### config.mk
export PLATFORM = sky130hd
export DESIGN_NAME = fetch_stage
export DESIGN_NICKNAME = d
export VERILOG_FILES = /design/src/rtl/fetch_stage_pkg.sv /design/src/rtl/fetch_stage_ifid_register.sv /design/src/rtl/fetch_stage.sv
export SDC_FILE = /design/constraint.sdc
export NUM_CORES = 1
export LEC_CHECK = 0
export ABC_AREA = 1
export CAP_MARGIN = 20
export CORE_MARGIN = 10
export CORE_UTILIZATION = 47
export CTS_BUF_LIST = sky130_fd_sc_hd__clkbuf_16
export DETAILED_ROUTE_END_ITERATION = 8
export PLACE_DENSITY = 0.83
export SYNTH_ARGS = -nofsm -noshare
export SYNTH_HDL_FRONTEND = slang
export SYNTH_SLANG_ARGS = --single-unit
### constraint.sdc
create_clock -name clk_i -period 1.49 [get_ports clk_i]
set_input_delay 0.149 -clock clk_i [delete_from_list [all_inputs] [get_ports clk_i]]
set_output_delay 0.149 -clock clk_i [all_outputs]
set_load 0.03 [all_outputs]
### src/rtl/fetch_stage_pkg.sv
// ============================================================================
//  Module      : fetch_stage_pkg
//  Description : Shared LC-3b types, fetch FSM state encoding and constants
//                for the instruction-fetch stage.
//  Revision    : 1.0 - initial release
// ============================================================================
`default_nettype none

package fetch_stage_pkg;

    typedef logic [15:0] lc3b_word;
    typedef logic [3:0]  lc3b_opcode;

    // Fetch controller states
    typedef enum logic [1:0] {
        FETCH   = 2'd0,
        DISCARD = 2'd1,
        HOLD    = 2'd2
    } fetch_state_t;

    // BR with nzp=000 never branches, so an all-zero word is a bubble
    localparam lc3b_word LC3B_NOP      = 16'h0000;
    localparam lc3b_word LC3B_RESET_PC = 16'h0000;

    // Instructions are word aligned: bit 0 of any fetch address is forced low
    function automatic lc3b_word align_pc(input lc3b_word addr);
        return addr & 16'hFFFE;
    endfunction

endpackage

`default_nettype wire

### src/rtl/fetch_stage_ifid_register.sv
// ============================================================================
//  Module      : fetch_stage_ifid_register
//  Description : IF/ID pipeline register. Flush beats stall, stall beats
//                load; with neither stall nor load it takes a bubble.
//  Revision    : 1.0 - initial release
// ============================================================================
`default_nettype none

module fetch_stage_ifid_register
    import fetch_stage_pkg::*;
#(
    parameter lc3b_word NOP_INSTR = LC3B_NOP
) (
    input  logic     clk_i,
    input  logic     reset_n_i,
    input  logic     flush_i,
    input  logic     stall_i,
    input  logic     load_i,
    input  lc3b_word instr_i,
    input  lc3b_word pc_plus2_i,
    output logic     valid_o,
    output lc3b_word instr_o,
    output lc3b_word pc_plus2_o
);

    logic     valid_q,    valid_d;
    lc3b_word instr_q,    instr_d;
    lc3b_word pc_plus2_q, pc_plus2_d;

    // Next-state selection: flush > stall > load > bubble
    always_comb begin
        valid_d    = valid_q;
        instr_d    = instr_q;
        pc_plus2_d = pc_plus2_q;
        if (flush_i) begin
            valid_d = 1'b0;
            instr_d = NOP_INSTR;
        end else if (stall_i) begin
            // decode is frozen on the current instruction
        end else if (load_i) begin
            valid_d    = 1'b1;
            instr_d    = instr_i;
            pc_plus2_d = pc_plus2_i;
        end else begin
            // nothing fetched this cycle: hand decode a bubble
            valid_d = 1'b0;
            instr_d = NOP_INSTR;
        end
    end

    // IF/ID storage with asynchronous reset
    always_ff @(posedge clk_i or negedge reset_n_i) begin
        if (!reset_n_i) begin
            valid_q    <= 1'b0;
            instr_q    <= NOP_INSTR;
            pc_plus2_q <= 16'h0000;
        end else begin
            valid_q    <= valid_d;
            instr_q    <= instr_d;
            pc_plus2_q <= pc_plus2_d;
        end
    end

    assign valid_o    = valid_q;
    assign instr_o    = instr_q;
    assign pc_plus2_o = pc_plus2_q;

endmodule

`default_nettype wire

### src/rtl/fetch_stage.sv
// ============================================================================
//  Module      : fetch_stage
//  Description : LC-3b instruction fetch. Owns the PC and the imem read
//                handshake, discards in-flight reads after a mispredict and
//                parks a fetched word while decode is stalled.
//  Revision    : 1.0 - initial release
// ============================================================================
`default_nettype none

module fetch_stage
    import fetch_stage_pkg::*;
#(
    parameter lc3b_word RESET_PC  = LC3B_RESET_PC,
    parameter lc3b_word NOP_INSTR = LC3B_NOP
) (
    input  logic     clk_i,
    input  logic     reset_n_i,
    input  lc3b_word next_pc_i,
    input  logic     flush_i,
    input  logic     stall_in_i,
    input  logic     imem_resp_i,
    input  lc3b_word imem_rdata_i,
    output logic     imem_read_o,
    output lc3b_word imem_address_o,
    output logic     imem_stall_o,
    output lc3b_word pc_plus2_o,
    output lc3b_word fetch_instr_o,
    output logic     fetch_valid_o,
    output logic     id_valid_o,
    output lc3b_word id_instr_o,
    output lc3b_word id_pc_plus2_o
);

    fetch_state_t state_q;
    lc3b_word     pc_q;
    lc3b_word     hold_buf_q;
    lc3b_word     flush_tgt_q;

    lc3b_word     pc_plus2_d;
    lc3b_word     next_pc_d;
    logic         ifid_load_d;
    lc3b_word     ifid_instr_d;

    assign pc_plus2_d = pc_q + 16'd2;
    assign next_pc_d  = align_pc(next_pc_i);

    // Fetch FSM with PC, parked word and pending flush target
    always_ff @(posedge clk_i or negedge reset_n_i) begin
        if (!reset_n_i) begin
            state_q     <= FETCH;
            pc_q        <= RESET_PC;
            hold_buf_q  <= 16'h0000;
            flush_tgt_q <= 16'h0000;
        end else begin
            case (state_q)
                FETCH: begin
                    if (imem_resp_i) begin
                        if (flush_i || !stall_in_i) begin
                            pc_q <= next_pc_d;
                        end else begin
                            hold_buf_q <= imem_rdata_i;
                            state_q    <= HOLD;
                        end
                    end else if (flush_i) begin
                        // the read in flight must still complete; remember where to go
                        flush_tgt_q <= next_pc_d;
                        state_q     <= DISCARD;
                    end
                end
                DISCARD: begin
                    if (imem_resp_i) begin
                        pc_q    <= flush_i ? next_pc_d : flush_tgt_q;
                        state_q <= FETCH;
                    end else if (flush_i) begin
                        flush_tgt_q <= next_pc_d;
                    end
                end
                HOLD: begin
                    if (flush_i || !stall_in_i) begin
                        pc_q    <= next_pc_d;
                        state_q <= FETCH;
                    end
                end
                default: begin
                    state_q <= FETCH;
                end
            endcase
        end
    end

    // IF/ID load request: a live word exists and neither flush nor stall blocks it
    always_comb begin
        ifid_load_d  = 1'b0;
        ifid_instr_d = imem_rdata_i;
        if (state_q == HOLD) begin
            ifid_instr_d = hold_buf_q;
            ifid_load_d  = !flush_i && !stall_in_i;
        end else if (state_q == FETCH) begin
            ifid_load_d  = imem_resp_i && !flush_i && !stall_in_i;
        end
    end

    fetch_stage_ifid_register #(
        .NOP_INSTR (NOP_INSTR)
    ) u_ifid (
        .clk_i      (clk_i),
        .reset_n_i  (reset_n_i),
        .flush_i    (flush_i),
        .stall_i    (stall_in_i),
        .load_i     (ifid_load_d),
        .instr_i    (ifid_instr_d),
        .pc_plus2_i (pc_plus2_d),
        .valid_o    (id_valid_o),
        .instr_o    (id_instr_o),
        .pc_plus2_o (id_pc_plus2_o)
    );

    // Request is decoded from state but gated by reset so it drops immediately
    assign imem_read_o    = reset_n_i && (state_q != HOLD);
    assign imem_address_o = pc_q;
    assign imem_stall_o   = ((state_q == FETCH) && !imem_resp_i) || (state_q == DISCARD);
    assign pc_plus2_o     = pc_plus2_d;
    assign fetch_valid_o  = ((state_q == FETCH) && imem_resp_i) || (state_q == HOLD);
    assign fetch_instr_o  = (state_q == HOLD) ? hold_buf_q : imem_rdata_i;

endmodule

`default_nettype wire

---- Word level (Yosys, flattened, before mapping) ----
Index checks and enable logic that the tools add are counted.
operators by class
  add/subtract/negate cells ............... 1
  equal/unequal tests ..................... 9
  muxes and demuxes ....................... 20
  bitwise gates (word level) .............. 4
  reductions and logical operators ........ 20
operators with widths
  cell                                                                   count
  16-bit two-way mux                                                     8
  16-bit case mux with 3 select lines                                    1
  16-bit by 2-bit adder with 16-bit output, second input constant        1
  2-bit two-way mux                                                      5
  2-bit inequality test, second input constant                           5
  3-bit AND reduction                                                    3
  1-bit logical AND                                                      6
  3-bit inequality test, second input constant                           2
  2-bit case mux with 3 select lines                                     1
  1-bit two-way mux                                                      5
  1-bit NOT                                                              4
  4-bit AND reduction                                                    1
  1-bit logical NOT                                                      3
  1-bit logical OR                                                       3
  3-bit nonzero test                                                     1
  2-bit by 1-bit equality test with 1-bit output, second input constant  1
  2-bit equality test, second input constant                             1
  2-bit logical NOT                                                      1
  2-bit AND reduction                                                    1
  2-bit OR reduction                                                     1
word-level totals
  bits in registers ....................... 83
  bits of input ports ..................... 37
  output and inout bits ................... 84
  logic and storage cells ................. 61

---- Logic depth before layout (Yosys ltp) ----
Gate-level depths: netlist of the first run.
  depth in word-level cells ............... 8
  depth in mapped cells ................... 9
  gate-level depth less buffers ........... 8

---- Modules after synthesis ----
A second synthesis of the first run with hierarchy kept.
second synthesis, totals
  cell total of the unflattened synthesis .. 565
  area total of the unflattened synthesis .. 4174.0 um2
modules (own cells, without submodules)
  module                     times used  cells each  area each (um2)  sequential area each (um2)
  fetch_stage                1           421         2837.7           1251.2
  fetch_stage_ifid_register  1           144         1336.3           825.8

---- Worst setup path after synthesis of the first run ----
Ideal clock, no wire load.
  path kind ............................... register to register
  start point ............................. reg pc_q[2], in the netlist imem_address_o[2]
  end point ............................... reg u_ifid.pc_plus2_q[7], in the netlist u_ifid.pc_plus2_o[7]
  arrival time ............................ 1.864 ns
  data required time ...................... 1.423 ns
  setup slack ............................. -0.440 ns
  stages on the path, launching flop included .. 7
  path buffers ............................ 0
  cells stage by stage .................... dfrtp_1 > ha_1 > nand2_1 > nor2_2 > xor2_1 > nand2_1 > nand2_1
on the way
  word-level cells in the longest chain between the ends .. 1
ends and longest elaborated chain
  element                                   line                             text
  start, declared                           fetch_stage.sv:35                lc3b_word pc_q;
  start signal, assigned                    fetch_stage.sv:59                pc_q <= next_pc_d;
  start signal, assigned                    fetch_stage.sv:72                pc_q <= flush_i ? next_pc_d : flush_tgt_q;
  start signal, assigned                    fetch_stage.sv:80                pc_q <= next_pc_d;
  16-bit by 2-bit adder with 16-bit output  fetch_stage.sv:44                assign pc_plus2_d = pc_q + 16'd2;
  named net pc_plus2_o[7]                   fetch_stage.sv:26                output lc3b_word pc_plus2_o,
  end signal, assigned                      fetch_stage_ifid_register.sv:60  pc_plus2_q <= pc_plus2_d;
  end, declared                             fetch_stage_ifid_register.sv:28  lc3b_word pc_plus2_q, pc_plus2_d;
The timed path passes the listed nets, and every way through them passes these cells.
A chain may end at the register's enable or synchronous reset.

---- Worst setup path after layout of the first run ----
  start point ............................. reg pc_q[2], in the netlist imem_address_o[2]
  end point ............................... out pc_plus2_o[15]
on the way
  word-level cells in the longest chain between the ends .. 1
ends and longest elaborated chain
  element                                   line
  16-bit by 2-bit adder with 16-bit output  fetch_stage.sv:44
  end, declared                             fetch_stage.sv:26
Every way passes these cells.

==> run metrics, run 1 <==
status=complete, but fails checks; failing checks=negative setup slack; share of the synthesized area in the top cell type=52.0%; Hold Path Class=in2async; Largest stage delay, worst path=0.41 ns; Routed WL per cell=19.3 um; Vias/cell=5.55; drt first pass iters=5; Ys Warns=0; gpl congestion=0.888; Non-Filler Instances=792; clock skew=0.00865 ns; kind of critical path=reg2out; EDFF count, synth=0; Worst-path clk slew=0.06 ns; final worst path period share=126%; most frequent cells after synthesis=nand2_1, dfrtp_1, o21ai_0; post-synthesis mux area share=0%; sw frac=39.0%; CP required=1.34 ns; CTS Buf Count=9; largest family of logic cells by synthesized area=simple AND/OR/NAND/NOR gates; Worst Path Max Fanout=5; clk_lat worst skew=0.35 ns; VDD IR max=0.764 mV; Final Power=8.73 mW; Slew HR=70.1%; Starting Density=48.3%; buffers and inverters on the worst path=1; site row count=33; reg2reg start=imem_address_o[2]; Final #Nets=721; Sink Count=83; area delta synth->final=61.9%; most numerous cell in the Yosys netlist=nand2_1; Inst Count DP=745; R2R Setup Slk=-0.04 ns; max frequency=534 MHz; Main synth FF type=dfrtp_1; initial antenna violation count=0; DP Area=5520 um^2; CTS Buffer Depth=2; ys async rst share=100%; die width=112 um; Synth Area in XOR/XNOR=1.32%; Tmin final=1.87 ns; Slew Limit Fails=0; flops & latches, synth=83; Placeable Area=8260 um^2; dpl hpwl=8460 um; Synth Area in Adders=0.313%; Fillers=483; RSZ-0062 raised after global routing=yes; PwrDens=1350 nW/um^2; DRC=0; vias in the first global route=4091; # IOs=121; R2R Path End=u_ifid.pc_plus2_o[9]; DRT Wirelength=15300 um; max cap viols=0; Root Driver=clkbuf_16; Setup-failing EPs final=35; Die Area=12600 um^2; first-pass GRT wire length=21600 um; Finished Core Util=78.3%; layout cells sized above 1=28.8%; proportion of power drawn by combinational gates=40.3%; Clk pwr share=24.5%; synth unique cells=21; post-route design area=6460 um^2; pin count of the biggest net entering global routing=84; top post-synthesis cells by area=dfrtp_1, nand2_1, o21ai_0, inv_1, o211ai_1; Post-Syn Area=3990 um^2; sequential area share after synthesis=52.0%; sequential group share of total power=35.1%; initial drt markers=469; Synth Area in Simple Gates=25.4%; cell count after synthesis=515; Worst-Margin Slew=0.449 ns; DR vias=4392; Crit-path slowest cell=dfrtp_2; worst reg-to-reg path cell count=9; delay-heaviest family, CP=simple AND/OR/NAND/NOR gates; CTS tree=built; Pleak=3.30 nW; syn avg cell area=7.75 um^2; Critical Path End Type=output pin; Syn Nets=553; total track usage=20.7%; final-report hold violation count=0; total grt overflow=0; Sw Pwr=3.41 mW; Port Buf Inserts=119; worst path cell trace=ha_4 -> nand2_4 -> nor2_4 -> nand4_1 -> and2_4 -> buf_6; internal power=5.32 mW; Die Y=112 um; crit path launch type=flip-flop; PnR worst setup slack=-0.384 ns; crit path DAT=1.72 ns; Synth area leader=dfrtp_1; H-tree levels=3; Antenna Cells=0; Synth Area in Compound Gates=12.5%; Post-DRT Antenna Nets=0
power groups by stage:
stage / sequential (mW) / combinational (mW) / clock (mW)
3_5_place_dp: 3.04 / 3.02 / 0
3_3_place_gp: 3.02 / 2.96 / 0
6_report: 3.07 / 3.52 / 2.14
2_1_floorplan: 3.52 / 1.16 / 0
4_1_cts: 3.01 / 3.17 / 2.10
5_1_grt: 3.10 / 3.72 / 2.22
worst reg2reg max path, cell delays in order, from the launching register on:
cell and delay (ns):
dfrtp_2 0.41, ha_4 0.17, nand2_4 0.07, nor2_4 0.20
nand3_2 0.14, buf_6 0.14, buf_6 0.10, buf_6 0.10
nand3_2 0.04, nand2_1 0.05
cell families after synthesis:
logic type,Yosys count
AO/OA/AOI/OAI,92
AND/OR/NAND/NOR,252
XOR/XNOR,6
flip-flops,83
buffers and inverters,81
adder cells (fa/ha/maj),1
stage by stage:
stage               setup WS, ns  hold WS [ns]  TNS, ns
floorplan                 -0.187        -0.147    -2.90
global placement         -0.0690         0.220    -1.75
detailed placement        -0.158         0.223    -4.80
CTS                       -0.253         0.414    -5.20
global route              -0.417         0.442    -7.79
finish                    -0.384         0.379    -6.32
sequential cells by signal, indices dropped and copies added, names as in the netlist:
register	count
flush_tgt_q	16
hold_buf_q	16
imem_address_o	16
state_q	2
u_ifid.instr_o	16
u_ifid.pc_plus2_o	16
u_ifid.valid_o	1
area by class of cell:
cell class	instances	area, um^2	area share [%]
clock buffer	9	225	3.48
clock inverter	6	50.0	0.774
inverter	56	215	3.33
multi-input combinational	352	1950	30.1
sequential	83	2090	32.3
tap	105	131	2.03
timing repair buffer	181	1800	27.9
what timing repair did:
action,4_1_cts,5_1_grt
endpoints found under the hold margin,83,0
pin swaps,10,23
gates cloned,3,1
gates resized for setup,131,78
buffers inserted,18,20
setup endpoints to repair,83,93
hold buffers,1,0
per-layer routing:
metal	wire length, um	up-vias	global-route usage [%]
li1	-	1961	-
met1	5600	2137	25.0
met2	7910	248	34.4
met3	1180	46	5.43
met4	578	0	8.29
met5	0	-	0
layout by cell type (no fill, tap or decap), drive strengths merged:
master         instances
and2                   5
buf                   96
bufinv                 1
clkbuf                12
clkdlybuf4s50         34
clkinv                 3
dfrtp                 83
dlygate4sd2           47
dlygate4sd3            1
ha                     1
inv                   58
nand2                208
nand3                 15
nand4                  6
nor2                  18
nor3                   1
o211ai                15
o21ai                 77
xor2                   6
how the worst max path moves through the flow:
stage	startpoint	endpoint	cells past startpoint
after detailed placement	imem_resp_i	u_ifid.pc_plus2_o[14]	8
after global routing	imem_address_o[2]	pc_plus2_o[15]	6
final	imem_address_o[2]	pc_plus2_o[15]	6
after global placement	imem_resp_i	u_ifid.pc_plus2_o[1]	8
after CTS	imem_address_o[3]	pc_plus2_o[14]	5
after floorplan	state_q[1]	u_ifid.instr_o[10]	6
No activity file was read; power rests on OpenSTA's default activity.
==> inputs of run 2 (changes only) <==
--- a/config.mk
+++ b/config.mk
@@ -11,7 +11,7 @@
 export CORE_UTILIZATION = 47
 export CTS_BUF_LIST = sky130_fd_sc_hd__clkbuf_16
 export DETAILED_ROUTE_END_ITERATION = 8
-export PLACE_DENSITY = 0.83
+export PLACE_DENSITY = 0.8
 export SYNTH_ARGS = -nofsm -noshare
 export SYNTH_HDL_FRONTEND = slang
 export SYNTH_SLANG_ARGS = --single-unit
==> run metrics, run 2 (same netlist as run 1, synthesis figures left out) <==
Slew Limit Fails=0; Slew HR=70.6%; VDD IR max=0.798 mV; Die Y=112 um; Hold WS=0.376 ns; Root Driver=clkbuf_16; H-tree levels=3; Non-Filler Instances=805; R2R Setup Slk=-0.22 ns; Die Area=12600 um^2; Final #Nets=732; Routed WL per cell=20.2 um; Critical Path End Type=output pin; # IOs=121; max frequency=528 MHz; DRT Wirelength=16300 um; die width=112 um; status=complete, but fails checks; Worst-path clk slew=0.06 ns; dpl hpwl=8050 um; DR vias=4487; commonest non-fill, non-tap cell in the layout=nand2_1; first-pass GRT wire length=20400 um; Pleak=3.58 nW; crit path DAT=1.75 ns; Hold Path Class=in2async; clk_lat worst skew=0.34 ns; CTS tree=built; DRC=0; failing checks=negative setup slack; area delta synth->final=71.3%; layout cells sized above 1=30.5%; Vias/cell=5.57; kind of critical path=reg2out; initial antenna violation count=2; total track usage=19.3%; max cap viols=0; Worst-Margin Slew=0.440 ns; Tmin final=1.90 ns; R2R Path End=imem_address_o[1]; worst reg-to-reg path cell count=10; Post-DRT Antenna Nets=0; gpl congestion=0.923; Placeable Area=8260 um^2; PwrDens=1280 nW/um^2; Sink Count=83; Setup-failing EPs final=54; pin count of the biggest net entering global routing=84; Worst Path Max Fanout=4; initial drt markers=432; final-report hold violation count=0; CTS Buffer Depth=2; drt first pass iters=5; Inst Count DP=746; Port Buf Inserts=119; most frequent cells in the layout=nand2_1, dfrtp_1, inv_1; PnR worst setup slack=-0.405 ns; CTS Buf Count=9; total grt overflow=0; Starting Density=48.3%; crit path launch type=flip-flop; CP required=1.34 ns; site row count=33; vias in the first global route=4018; clock skew=0.00851 ns; RSZ-0062 raised after global routing=yes; final worst path period share=127%; reg2reg start=state_q[1]
run 2: worst max-delay path, stage by stage, from the launching register on:
cell,delay [ns]
dfrtp_2,0.43
ha_4,0.18
nand2_4,0.08
nor2_4,0.17
nand3_1,0.16
nand2_2,0.12
and2_4,0.14
buf_6,0.12
run 2: how the worst max path moves through the flow:
stage                                 start              endpoint  slack [ns]  depth (start not counted)
final                     imem_address_o[1]        pc_plus2_o[15]       -0.41                          7
after global routing      imem_address_o[1]        pc_plus2_o[15]       -0.46                          7
after CTS                 imem_address_o[3]         pc_plus2_o[6]       -0.26                          5
after detailed placement        imem_resp_i  u_ifid.pc_plus2_o[1]       -0.12                          8
after global placement          imem_resp_i  u_ifid.pc_plus2_o[1]       -0.07                          8
after floorplan                  state_q[1]    u_ifid.instr_o[10]       -0.19                          6
run 2: power by group:
group          leakage [nW]  switching (mW)  internal (mW)  total [mW]
sequential             1.06           0.432           2.70        3.13
combinational          2.39            2.18           1.43        3.61
clock                 0.132           0.934           1.11        2.04
total                  3.58            3.55           5.24        8.78
run 2: routing by layer:
metal	part of all wire [%]	vias up	track usage [%]
met5	0	-	0
met4	5.3	0	8.12
met3	7.9	70	3.73
met2	49	284	31.7
met1	38	2148	24.2
li1	-	1985	-
run 2: layout make-up:
class                   count  area (um^2)
multi-input cells         352         2090
flip-flops and latches     83         2090
repair buffers            192         2040
fillers                   392         1420
clock buffers               9          225
inverters                  56          223
well taps                 105          131
clock inverters             6         35.0
diodes                      2         5.00
run 2: per-stage QoR:
step	utilization (%)	setup WS (ns)	power, mW	setup TNS (ns)	area, um^2
3_3_place_gp	66.9	-0.0706	6.00	-1.78	5520
5_1_grt	82.8	-0.456	9.12	-13.01	6840
3_5_place_dp	66.9	-0.116	6.06	-3.53	5520
6_report	82.8	-0.405	8.78	-10.38	6840
2_1_floorplan	-	-0.187	4.68	-2.90	4060
4_1_cts	74.3	-0.256	8.14	-5.16	6140
run 2: repair_timing:
item / CTS / global route
gates resized for setup: 131 / 117
hold buffers: 1 / 0
cloned: 3 / 7
endpoints found under the setup margin: 83 / 88
pin swaps: 10 / 27
hold endpoints to repair: 83 / 0
buffers inserted: 14 / 22
